[config.mk]
export PLATFORM = sky130hd
export DESIGN_NAME = m6809_core_rti
export DESIGN_NICKNAME = d
export VERILOG_FILES = /design/src/rtl/m6809_core_rti.sv
export SDC_FILE = /design/constraint.sdc
export NUM_CORES = 1
export LEC_CHECK = 0
export BUFFER_PORTS_ARGS = -buffer_cell sky130_fd_sc_hd__buf_2
export CAP_MARGIN = 20
export CORE_ASPECT_RATIO = 1.1
export CORE_MARGIN = 2
export CORE_UTILIZATION = 37
export CTS_BUF_LIST = sky130_fd_sc_hd__clkbuf_4
export DETAILED_ROUTE_END_ITERATION = 12
export HOLD_SLACK_MARGIN = 0.02
export MAX_ROUTING_LAYER = met4
export PLACE_DENSITY = 0.83
export SLEW_MARGIN = 25
export SYNTH_ARGS = -nofsm -noshare
export SYNTH_HDL_FRONTEND = slang
export SYNTH_SLANG_ARGS = --single-unit
[constraint.sdc]
create_clock -name clk -period 2.4 [get_ports clk]
set_clock_uncertainty 0.05 [all_clocks]
set_input_delay 0.6 -clock clk [delete_from_list [all_inputs] [get_ports clk]]
set_output_delay 0.6 -clock clk [all_outputs]
set_load 0.02 [all_outputs]
[src/rtl/m6809_core_rti.sv]
// m6809_core_rti: RTI pull sequencer.
// Pulls CC from the S stack and, when the pulled CC has E set, the rest of
// the entire frame (A, B, DP, X, Y, U, PC); otherwise only PC. One byte is
// pulled per cycle. Each pulled register is presented on its output with a
// one-cycle write strobe. S+1 is presented on s_out with s_out_en in every
// pull cycle.
// Ports:
//   clk, reset          clock, synchronous active-high reset
//   start, ir_in        request, accepted only when ir_in == 8'h3B
//   din, s_in           memory read data (same cycle as addr), current S
//   addr, data_rw_n     bus address (0 when idle), always-read flag
//   bus_oe              high while a pull cycle owns the bus
//   *_out / *_out_en    register write-back data and strobes (data 0 when strobe low)
//   busy, done          sequence active, final pull cycle
//
// state | meaning
// ------+------------------------------------------------
// IDLE  | waiting for start with an RTI opcode
// P_CC  | pull CC, decide frame length from its E bit
// P_A   | pull A
// P_B   | pull B
// P_DP  | pull DP
// P_XH  | pull X high byte into temp
// P_XL  | pull X low byte, write X
// P_YH  | pull Y high byte into temp
// P_YL  | pull Y low byte, write Y
// P_UH  | pull U high byte into temp
// P_UL  | pull U low byte, write U
// P_PCH | pull PC high byte into temp
// P_PCL | pull PC low byte, write PC, done
module m6809_core_rti (
    input  logic        clk,
    input  logic        reset,
    input  logic        start,
    input  logic [7:0]  ir_in,
    input  logic [7:0]  din,
    input  logic [15:0] s_in,
    output logic [15:0] addr,
    output logic        data_rw_n,
    output logic        bus_oe,
    output logic [7:0]  ccr_out,
    output logic [7:0]  a_out,
    output logic [7:0]  b_out,
    output logic [7:0]  dpr_out,
    output logic [15:0] x_out,
    output logic [15:0] y_out,
    output logic [15:0] u_out,
    output logic [15:0] pc_out,
    output logic [15:0] s_out,
    output logic        ccr_out_en,
    output logic        a_out_en,
    output logic        b_out_en,
    output logic        dpr_out_en,
    output logic        x_out_en,
    output logic        y_out_en,
    output logic        u_out_en,
    output logic        pc_out_en,
    output logic        s_out_en,
    output logic        busy,
    output logic        done
);

    typedef enum logic [3:0] {
        IDLE, P_CC, P_A, P_B, P_DP, P_XH, P_XL,
        P_YH, P_YL, P_UH, P_UL, P_PCH, P_PCL
    } state_t;

    localparam logic [7:0] OP_RTI = 8'h3B;

    state_t     state_q, state_d;
    logic [7:0] temp_q, temp_d;
    logic       e_q, e_d;

    always_ff @(posedge clk) begin
        if (reset) begin
            state_q <= IDLE;
            temp_q  <= 8'h00;
            e_q     <= 1'b0;
        end else begin
            state_q <= state_d;
            temp_q  <= temp_d;
            e_q     <= e_d;
        end
    end

    always_comb begin
        state_d    = state_q;
        temp_d     = temp_q;
        e_d        = e_q;
        addr       = 16'h0000;
        data_rw_n  = 1'b1;
        bus_oe     = 1'b0;
        ccr_out    = 8'h00;
        a_out      = 8'h00;
        b_out      = 8'h00;
        dpr_out    = 8'h00;
        x_out      = 16'h0000;
        y_out      = 16'h0000;
        u_out      = 16'h0000;
        pc_out     = 16'h0000;
        s_out      = 16'h0000;
        ccr_out_en = 1'b0;
        a_out_en   = 1'b0;
        b_out_en   = 1'b0;
        dpr_out_en = 1'b0;
        x_out_en   = 1'b0;
        y_out_en   = 1'b0;
        u_out_en   = 1'b0;
        pc_out_en  = 1'b0;
        s_out_en   = 1'b0;
        busy       = (state_q != IDLE);
        done       = 1'b0;

        // Every pull cycle reads at S and post-increments S (wraps at 16 bits).
        if (state_q != IDLE) begin
            addr     = s_in;
            bus_oe   = 1'b1;
            s_out    = s_in + 16'd1;
            s_out_en = 1'b1;
        end

        case (state_q)
            IDLE: begin
                if (start && (ir_in == OP_RTI))
                    state_d = P_CC;
            end
            P_CC: begin
                ccr_out    = din;
                ccr_out_en = 1'b1;
                // Frame length comes only from the byte just pulled.
                e_d        = din[7];
                state_d    = din[7] ? P_A : P_PCH;
            end
            P_A: begin
                a_out    = din;
                a_out_en = 1'b1;
                state_d  = P_B;
            end
            P_B: begin
                b_out    = din;
                b_out_en = 1'b1;
                state_d  = P_DP;
            end
            P_DP: begin
                dpr_out    = din;
                dpr_out_en = 1'b1;
                state_d    = P_XH;
            end
            P_XH: begin
                temp_d  = din;
                state_d = P_XL;
            end
            P_XL: begin
                x_out    = {temp_q, din};
                x_out_en = 1'b1;
                state_d  = P_YH;
            end
            P_YH: begin
                temp_d  = din;
                state_d = P_YL;
            end
            P_YL: begin
                y_out    = {temp_q, din};
                y_out_en = 1'b1;
                state_d  = P_UH;
            end
            P_UH: begin
                temp_d  = din;
                state_d = P_UL;
            end
            P_UL: begin
                u_out    = {temp_q, din};
                u_out_en = 1'b1;
                state_d  = P_PCH;
            end
            P_PCH: begin
                temp_d  = din;
                state_d = P_PCL;
            end
            P_PCL: begin
                pc_out    = {temp_q, din};
                pc_out_en = 1'b1;
                done      = 1'b1;
                state_d   = IDLE;
            end
            default: state_d = IDLE;
        endcase
    end

endmodule

==> summary.md, run 1 <==
| Metric | Value |
|---|---|
| RSZ-0062 raised after global routing | yes |
| MaxCap Viol Count | 0 |
| Initial Util | 0.380 |
| Most frequent cells in the layout | buf_2 (165), and2_1 (98), buf_4 (31), nor2_1 (24), nor2b_1 (16) |
| Hpwl dp | 5400 um |
| Setup slack, reg-to-reg | 0.94 ns |
| Vias in the first global route | 2278 |
| Post-synth EDFFs | 0 |
| Worst vdd ir | 0.108 mV |
| DR pass1 iterations | 4 |
| DRT Wirelength | 6890 um |
| Setup crit start | s_in[1] |
| Worst reg2reg startpoint | state_q[1] |
| TritonCTS clock tree | done |
| Leakage | 0.00177 uW |
| Cell area after layout | 2950 sq um |
| Worst reg2reg endpoint | state_q[3] |
| Clock sinks | 12 |
| Hold/Removal Path Class | reg -> reg |
| Core area | 4590 sq um |
| Peak Freq | 416 MHz |
| Most common cell after layout, fill and taps aside | buf_2 |
| DP Area | 2800 sq um |
| Total track usage | 0.256 |
| Die W | 69.4 um |
| Fin. Hold Viols | 0 |
| CP Class | in -> out |
| Fin crit share | 1.00 |
| Synthesized area | 1740 sq um |
| H-tree Lvls | 1 |
| Critical Path AT | 1.75 ns |
| Syn. warnings | 0 |
| Clock latency on the worst-skew pair | 0.27 ns |
| Layout cells sized above 1 | 0.516 |
| CTS Root Cell | clkbuf_4 |
| Final Max Tran Viols | 0 |
| Largest net degree at the start of global routing | 35 |
| Antenna violations before repair | 1 |
| Crit end category | output port |
| Syn_area_per_cell | 6.97 sq um |
| Port buffer count | 174 |
| CP Capture Point | s_out[14] |
| Main synth FF type | dfxtp_1 |
| Failing checks | setup timing |
| PD cells | 156 nW/um^2 |
| Die ar. | 5270 sq um |
| Avg Vias per Cell | 4.93 |
| Hold WS | 0.500 ns |
| Tmin final | 2.40 ns |
| Die Ht | 76.0 um |
| DRC | 0 |
| DRT antenna net count | 0 |
| DRT iter0 DRCs | 76 |
| Final worst slack | -0.00413 ns |
| Ports | 176 |
| Final setup viols | 1 |
| Inserted Clock Buffers | 3 |
| Status | finished with violations |
| Routed len/inst | 13.9 um |
| Register area share after synthesis | 0.138 |
| Mapped Nets | 286 |
| Bufs on Longest Clock Path | 2 |
| First-pass GRT wire length | 10800 um |
| Final nets | 477 |
| CTS Hold Bufs | 0 |
| Clk pin slew, worst setup/hold paths | 0.07 ns |
| Hold Path Origin | temp_q[4] |
| Grt ovf | 0 |
| Cells after Synth | 250 |
| Setup crit start kind | primary input |
| DR vias | 2448 |
| Required time of the critical path | 1.75 ns |
| FF-to-FF path depth | 4 |
| GPL Wtd Cong | 0.825 |
| Row count | 26 |
| Maximum fanout along the worst path | 3 |
| Cell variety after synth | 39 |
| Post-synth ARST share | 0 |
| Synthesis-to-layout area growth | 69.3% |
| Synth Register Bits | 12 |
## registers in the layout (all words and copies together) (netlist names)
name,cells
state_q,4
temp_q,8
## worst min-delay path by stage
stage               slack (ns)  depth (start not counted)   endpoint
floorplan                 0.41                          2  temp_q[7]
global placement          0.47                          2  temp_q[7]
detailed placement        0.48                          2  temp_q[7]
CTS                       0.49                          2  temp_q[7]
global route              0.53                          2  temp_q[7]
finish                    0.50                          2  temp_q[4]
## layer usage
metal	routed length, um	share of wire	global-route usage
met1	2510	0.36	0.254
met2	3470	0.50	0.466
met3	660	0.096	0.0572
met4	248	0.036	0.122
met5	0	0	-
## synth_stat cells (6+ instances only)
master    number  area share
and2_1        98        0.35
clkbuf_1       7       0.015
dfxtp_1       12        0.14
mux2i_1        7       0.040
nand2_1        9       0.019
nand3_1        6       0.017
nand4_1        7       0.025
nor2_1        24       0.052
nor2b_1       16       0.057
xor2_1        10       0.050
## worst max-delay path, cell delays in order
cell and delay [ns]:
buf_6 0.08, buf_6 0.10, ha_4 0.13, nand4_1 0.14, nor4_2 0.29, xnor2_1 0.19, nor2_1 0.07, buf_4 0.16
## report_power, final
part           internal [uW]  switching, uW  leakage, uW  total [uW]
sequential               199         0.0983    0.0000982         199
clock                   60.1           68.8    0.0000154         129
combinational           63.3           67.4      0.00165         131
## stage by stage
step / utilization / power, uW / worst slack, ns / TNS, ns / std cells
after floorplan: - / 244 / 0.0322 / 0 / 250
after global placement: 0.610 / 318 / -0.128 / -0.407 / 490
after detailed placement: 0.610 / 320 / -0.161 / -0.599 / 490
after CTS: 0.631 / 455 / 0.00175 / 0 / 496
after global routing: 0.643 / 483 / -0.0596 / -0.132 / 497
final: 0.643 / 459 / -0.00413 / -0.00413 / 497
## cell families after synthesis
kind of cell | after synthesis | share of synthesized area
AOI/OAI and AO/OA | 11 | 0.0374
other | 1 | 0.00215
xor gates and xnor gates | 13 | 0.0654
adders and majority gates | 1 | 0.00718
buffers and inverters | 19 | 0.0618
DFF | 12 | 0.138
and+or+nand+nor | 186 | 0.648
muxes | 7 | 0.0402
## repair_timing
| item | in CTS | in global routing |
|---|---|---|
| pin swaps | 11 | 1 |
| resized for setup | 14 | 12 |
| setup endpoints to repair | 22 | 107 |
| buffers inserted | 2 | 0 |
## layout make-up
class / instances / area [sq um]
fill: 387 / 1640
tap: 56 / 70.1
clock inverter: 1 / 3.75
clock buffer: 3 / 22.5
timing repair buffer: 204 / 1150
sequential: 12 / 244
multi-input combinational: 219 / 1450
antenna: 1 / 2.50
inverter: 1 / 3.75
Note: power is estimated with default switching activity, not from simulation.
==> inputs of run 2 (changes only) <==
--- a/config.mk
+++ b/config.mk
@@ -9,12 +9,12 @@
 export CAP_MARGIN = 20
 export CORE_ASPECT_RATIO = 1.1
 export CORE_MARGIN = 2
-export CORE_UTILIZATION = 37
+export CORE_UTILIZATION = 40
 export CTS_BUF_LIST = sky130_fd_sc_hd__clkbuf_4
 export DETAILED_ROUTE_END_ITERATION = 12
 export HOLD_SLACK_MARGIN = 0.02
 export MAX_ROUTING_LAYER = met4
-export PLACE_DENSITY = 0.83
+export PLACE_DENSITY = 0.89
 export SLEW_MARGIN = 25
 export SYNTH_ARGS = -nofsm -noshare
 export SYNTH_HDL_FRONTEND = slang
==> constraint.sdc (replaced) <==
create_clock -name clk -period 2.9 [get_ports clk]
set_clock_uncertainty 0.05 [all_clocks]
set_input_delay 0.725 -clock clk [delete_from_list [all_inputs] [get_ports clk]]
set_output_delay 0.725 -clock clk [all_outputs]
set_load 0.02 [all_outputs]
==> summary.md, run 2 (synthesis gave the netlist of run 1 again) <==
| Metric | Value |
|---|---|
| Clock sinks | 12 (unchanged) |
| Status | completed |
| Synthesis-to-layout area growth | 54.3% |
| Final Max Tran Viols | 0 (unchanged) |
| Worst path slowest cell | or4_1 |
| Row count | 25 (-3.8%) |
| Top flop regs | temp_q x8, state_q x4 |
| DR pass1 iterations | 4 (unchanged) |
| Hold EP | temp_q[7] |
| FF-to-FF path depth | 5 (+1) |
| Critical Path AT | 2.02 ns (+0.27 ns) |
| CTS Root Cell | clkbuf_4 |
| Maximum fanout along the worst path | 5 (+2) |
| Tmin final | 2.80 ns |
| Final setup viols | 0 (-1) |
| Setup crit start kind | primary input |
| Final nets | 458 (-4.0%) |
| Crit end category | output port |
| Grt ovf | 0 (unchanged) |
| DRC | 0 (unchanged) |
| Crit-path max cell delay | 0.51 ns (+0.22 ns) |
| Worst slew pin tran | 0.578 ns |
| Clock latency on the worst-skew pair | 0.26 ns (about the same) |
| Hpwl dp | 5030 um (-6.8%) |
| First-pass GRT wire length | 9000 um (-17%) |
| Worst reg2reg startpoint | state_q[2] |
| DR vias | 2343 (-4.3%) |
| Worst reg2reg endpoint | state_q[0] |
| MaxCap Viol Count | 0 (unchanged) |
| Most common cell after layout, fill and taps aside | buf_2 |
| Worst vdd ir | 0.128 mV (+18%) |
| CP Class | in -> out |
| Die ar. | 4900 sq um (-7.1%) |
| Number of buffer and inverter stages on the critical path | 2 (-1) |
| Avg Vias per Cell | 4.93 (+0.14%) |
| Die W | 66.9 um (-3.6%) |
| Peak Freq | 357 MHz |
| GPL Wtd Cong | 0.769 (-6.9%) |
| Bufs on Longest Clock Path | 2 (unchanged) |
| Final Core Density | 0.632 (-0.0109) |
| Max reg flops | 8 (unchanged) |
| DRT iter0 DRCs | 99 (+30%) |
| Core area | 4250 sq um (-7.3%) |
| Setup TNS | 0 ns (+0.00413 ns) |
| Leakage | 0.00166 uW (-6.2%) |
| Required time of the critical path | 2.12 ns (+0.37 ns) |
| Slew headroom | 0.614 |
| Routed len/inst | 13.2 um (-4.6%) |
| Die Ht | 73.2 um (-3.6%) |
| Inserted Clock Buffers | 3 (unchanged) |
| Antenna violations before repair | 0 (-1) |
| Hold Crit Depth | 2 (unchanged) |
| Top Family by Delay on Critical Path | simple AND/OR/NAND/NOR gates |
| Initial Util | 0.409 (+0.0297) |
| RSZ-0062 raised after global routing | no |
| Clk pin slew, worst setup/hold paths | 0.07 ns (about the same) |
| Port buffer count | 174 (unchanged) |
| Setup slack, reg-to-reg | 1.26 ns (+0.32 ns) |
| Ports | 176 (unchanged) |
| Vias in the first global route | 1900 (-17%) |
| Fin crit share | 0.965 |
| Critical path cell sequence | buf_2, and4_4, nand3_4, or4_1, a21oi_1, buf_4 |
| H-tree Lvls | 1 (unchanged) |
| Reg with most FFs | temp_q |
| Fin. Hold Viols | 0 (unchanged) |
| Largest net degree at the start of global routing | 35 (unchanged) |
| DRT Wirelength | 6280 um (-8.9%) |
| TritonCTS clock tree | done |
| DRT antenna net count | 0 (unchanged) |
| Hold/Removal Path Class | reg -> reg |
| Most frequent cells in the layout | buf_2 (173), and2_1 (98), nor2_1 (24), nor2b_1 (16) |
| Post-CTS Setup Bufs | 0 (-2) |
| Layout cells sized above 1 | 0.463 (-0.0527) |
| Total track usage | 0.243 (-0.0129) |
| Ant diodes | 0 (-1) |
| PD cells | 131 nW/um^2 (-16%) |
| Hold Path Origin | temp_q[7] |
## run 2: cell count changes in the layout (fill, tap and decap cells not counted), moves of 2 or more
cell     previous run  this run
buf_2             165       173
dfxtp_1             9        12
buf_6               8         0
o31ai_1             0         2
a21oi_1             2         5
o31ai_2             2         0
a21oi_2             3         0
or4_4               2         0
buf_4              31        12
or4_1               1         3
dfxtp_2             3         0
## run 2: where the power goes
part / leakage [uW] / internal [uW] / switching [uW]
logic: 0.00155 / 35.9 / 48.3
registers: 0.0000966 / 165 / 0.120
clock network: 0.0000154 / 49.7 / 52.5
total: 0.00166 / 250 / 101
## run 2: worst max path at each step
stage,endpoint,cells past startpoint,slack [ns],start
after CTS,s_out[15],6,0.08,s_in[0]
final,s_out[15],6,0.10,s_in[0]
after floorplan,s_out[13],4,0.19,s_in[0]
after detailed placement,s_out[15],6,0.09,s_in[0]
after global placement,s_out[13],6,0.10,s_in[0]
after global routing,s_out[13],6,0.003,s_in[0]
## run 2: tightest hold or removal path: cells and delay by family, from the launching register on
kind / cells / cell delay [ns]
and+or+nand+nor: 1 / 0.06
AOI/OAI and AO/OA: 1 / 0.06
DFF: 1 / 0.34
## run 2: layout make-up
| class | count | area, sq um |
|---|---|---|
| timing repair buffer | 185 | 956 |
| tap | 54 | 67.6 |
| multi-input combinational | 219 | 1390 |
| clock buffer | 3 | 22.5 |
| sequential | 12 | 240 |
| fill | 371 | 1570 |
| inverter | 1 | 3.75 |
| clock inverter | 1 | 3.75 |
## run 2: stage by stage
step           hold slack (ns)  area, sq um  setup slack, ns  total power (uW)  cells
6_report                 0.457         2690            0.101               351    475
4_1_cts                  0.457         2690           0.0799               357    475
3_3_place_gp             0.435         2660            0.104               249    471
2_1_floorplan            0.407         1740            0.194               201    250
3_5_place_dp             0.445         2660           0.0863               251    471
5_1_grt                  0.487         2690          0.00256               369    475
## run 2: layer usage
layer | GRT usage | up-vias | routed length (um)
li1 | - | 1157 | -
met4 | 0.0658 | 0 | 40
met1 | 0.260 | 1064 | 2420
met2 | 0.462 | 120 | 3320
met3 | 0.0293 | 2 | 505
met5 | - | - | 0
## run 2: timing repair
| item | 4_1_cts | 5_1_grt |
|---|---|---|
| gates resized for setup | 0 | 1 |
| endpoints found under the setup margin | 0 | 1 |
| hold buffers | 0 | 0 |
==> inputs of run 3 (changes only) <==
--- a/config.mk
+++ b/config.mk
@@ -5,13 +5,15 @@
 export SDC_FILE = /design/constraint.sdc
 export NUM_CORES = 1
 export LEC_CHECK = 0
+export ABC_AREA = 1
 export BUFFER_PORTS_ARGS = -buffer_cell sky130_fd_sc_hd__buf_2
 export CAP_MARGIN = 20
 export CORE_ASPECT_RATIO = 1.1
 export CORE_MARGIN = 2
-export CORE_UTILIZATION = 40
+export CORE_UTILIZATION = 41
 export CTS_BUF_LIST = sky130_fd_sc_hd__clkbuf_4
 export DETAILED_ROUTE_END_ITERATION = 12
+export GPL_ROUTABILITY_DRIVEN = 0
 export HOLD_SLACK_MARGIN = 0.02
 export MAX_ROUTING_LAYER = met4
 export PLACE_DENSITY = 0.89
==> summary.md, run 3 <==
| Metric | Value |
|---|---|
| Status | completed |
| Seq pwr share | 0.434 (-0.035) |
| Pre-CTS WS | 0.198 ns (+0.111 ns) |
| Most common cell after layout, fill and taps aside | buf_2 |
| Cells after Synth | 331 (+32%) |
| DP Area | 2650 sq um (-0.19%) |
| Sw Ratio | 0.351 (+0.0635) |
| DRT Wirelength | 7050 um (+12%) |
| CP Class | in -> out |
| Multi-input gate area | 1250 sq um (-10%) |
| Syn_area_per_cell | 5.50 sq um (-21%) |
| DRT iter0 DRCs | 108 (+9.1%) |
| Hold/Removal Path Class | reg -> reg |
| Bufs on Longest Clock Path | 2 (unchanged) |
| DRC | 0 (unchanged) |
| Final setup viols | 0 (unchanged) |
| Die W | 67.5 um (+0.93%) |
| Clock latency on the worst-skew pair | 0.28 ns (+0.02 ns) |
| Clock Power Share | 0.288 (-0.003) |
| CTS Root Cell | clkbuf_4 |
| Vias in the first global route | 2096 (+10%) |
| PD cells | 142 nW/um^2 (+8.4%) |
| Post-synth EDFFs | 0 (unchanged) |
| Setup crit start kind | primary input |
| Post-CTS Setup Bufs | 0 (unchanged) |
| DR vias | 2702 (+15%) |
| Ports | 176 (unchanged) |
| Reg with most FFs | temp_q |
| Port buffer count | 174 (unchanged) |
| Routed len/inst | 12.8 um (-3.2%) |
| Main synth FF type | dfxtp_1 |
| Die Ht | 73.9 um (+0.93%) |
| Top flop regs | temp_q x8, state_q x4 |
| Final worst slack | 0.271 ns (+0.170 ns) |
| Worst vdd ir | 0.0944 mV (-26%) |
| Crit end category | output port |
| Combinational fraction of design power | 0.278 (+0.038) |
| Clk pin slew, worst setup/hold paths | 0.07 ns (about the same) |
| Fin crit share | 0.906 (-0.0587) |
| Antenna violations before repair | 0 (unchanged) |
| First-pass GRT wire length | 9690 um (+7.6%) |
| Avg Vias per Cell | 4.90 (-0.58%) |
| Max reg flops | 8 (unchanged) |
| Cell area after layout | 2680 sq um (-0.19%) |
| Synth area leaders | nor2_1 (31%), dfxtp_1 (13%), inv_1 (8.9%), nand2_1 (8.5%), a211oi_2 (5.5%) |
| Post-synth top area share | 0.313 (-0.0386) |
| MaxCap Viol Count | 0 (unchanged) |
| Internal | 247 uW (-1.4%) |
| Synthesized area | 1820 sq um (+4.5%) |
| Clock sinks | 12 (unchanged) |
| Setup TNS | 0 ns (unchanged) |
| DRT antenna net count | 0 (unchanged) |
| Synthesis-to-layout area growth | 47.4% |
| Filler Cells Inserted | 403 (+8.6%) |
| H-tree Lvls | 1 (unchanged) |
| Row count | 25 (unchanged) |
| Total track usage | 0.263 (+0.0208) |
| DR pass1 iterations | 5 (+1) |
| P_sw | 133 uW (+32%) |
| RSZ-0062 raised after global routing | no |
| Syn. warnings | 0 (unchanged) |
| Inserted Clock Buffers | 3 (unchanged) |
| Peak Freq | 380 MHz (+6.5%) |
| Largest net degree at the start of global routing | 27 (-23%) |
| Tmin final | 2.63 ns (-0.170 ns) |
| Hpwl dp | 5730 um (+14%) |
| Area leader, netlist | nor2_1 |
| Maximum fanout along the worst path | 6 (+1) |
| Ant diodes | 0 (unchanged) |
| Die ar. | 4990 sq um (+1.9%) |
| Critical Path AT | 1.85 ns (-0.17 ns) |
| Post-synth top cells | nor2_1 (152), inv_1 (43), nand2_1 (41) |
| Mapped Nets | 367 (+28%) |
| Core area | 4290 sq um (+0.74%) |
| Cell variety after synth | 31 (-21%) |
| Leakage | 0.00169 uW (+2.1%) |
| Post-synth ARST share | 0 (unchanged) |
| Initial Util | 0.425 (+0.0154) |
| Final nets | 535 (+17%) |
| Fin. Hold Viols | 0 (unchanged) |
| Final Max Tran Viols | 0 (unchanged) |
| Most frequent cell after synthesis | nor2_1 |
| Synth Register Bits | 12 (unchanged) |
| Register area share after synthesis | 0.132 (-0.00597) |
| Most frequent cells in the layout | buf_2 (174), nor2_1 (152), inv_1 (43), nand2_1 (41), dfxtp_1 (12) |
| FF+latch area | 240 sq um (unchanged) |
| Required time of the critical path | 2.12 ns (about the same) |
| Layout cells sized above 1 | 0.451 (-0.0125) |
| Grt ovf | 0 (unchanged) |
| TritonCTS clock tree | done |
[run 3: cell count changes after synthesis, sizes merged, moves of 5 or more]
| cell | delta |
|---|---|
| nor2 | +143 |
| and2 | -98 |
| inv | +52 |
| nand2 | +36 |
| nor2b | -17 |
| xor2 | -10 |
| a211oi | +9 |
| mux2i | -7 |
| o21ai | +7 |
| clkbuf | -6 |
| nand2b | -5 |
| nand4 | -5 |
[run 3: through the flow]
step / total power (uW) / instances / hold WS (ns) / util
floorplan: 225 / 331 / 0.464 / -
global placement: 270 / 548 / 0.498 / 0.619
detailed placement: 272 / 548 / 0.513 / 0.619
CTS: 379 / 551 / 0.525 / 0.625
global route: 400 / 551 / 0.561 / 0.626
finish: 380 / 551 / 0.529 / 0.626
[run 3: worst max-delay path, stage by stage]
cell	delay, ns
buf_2	0.11
ha_1	0.23
nand2_1	0.09
nor2_1	0.17
inv_1	0.13
nor4_2	0.17
nor2_2	0.07
buf_2	0.16
[run 3: cells by family after synthesis]
group	Yosys count	synth area share
AND/OR/NAND/NOR	226	0.563
buffers and inverters	66	0.185
AO/OA/AOI/OAI	25	0.111
flip-flops	12	0.132
adder cells (fa/ha/maj)	1	0.00687
other	1	0.00206
[run 3: layout make-up]
cell class,count,area share
Multi-Input combinational cell,253,0.466
Timing Repair Buffer,175,0.327
Sequential cell,12,0.0896
Inverter,54,0.0835
Tap cell,54,0.0252
Clock buffer,3,0.00840
[run 3: worst paths after layout]
check | startpoint | cells past startpoint | slack, ns | endpoint
hold / removal | temp_q[5] | 2 | 0.53 | temp_q[5]
hold reg to reg | temp_q[5] | 2 | 0.53 | temp_q[5]
setup reg to reg | state_q[1] | 6 | 1.47 | state_q[0]
setup / recovery | s_in[1] | 8 | 0.27 | s_out[8]
[run 3: power by group through the flow]
stage,registers [uW],clock network (uW),logic [uW]
4_1_cts,165,110,104
3_3_place_gp,169,0,102
5_1_grt,165,120,116
2_1_floorplan,169,0,55.7
3_5_place_dp,169,0,103
6_report,165,109,106
[run 3: what timing repair did]
| item | in CTS | in global routing |
|---|---|---|
| setup endpoints to repair | 0 | 1 |
| hold buffers | 0 | 0 |
| resized for setup | 0 | 1 |
[run 3: per-layer routing]
metal	wire length, um	track usage	vias up	share of wire
met2	3520	0.476	173	0.50
met1	2710	0.283	1188	0.38
li1	-	-	1320	-
met3	639	0.0444	21	0.091
met4	179	0.0952	0	0.025
met5	0	-	-	0
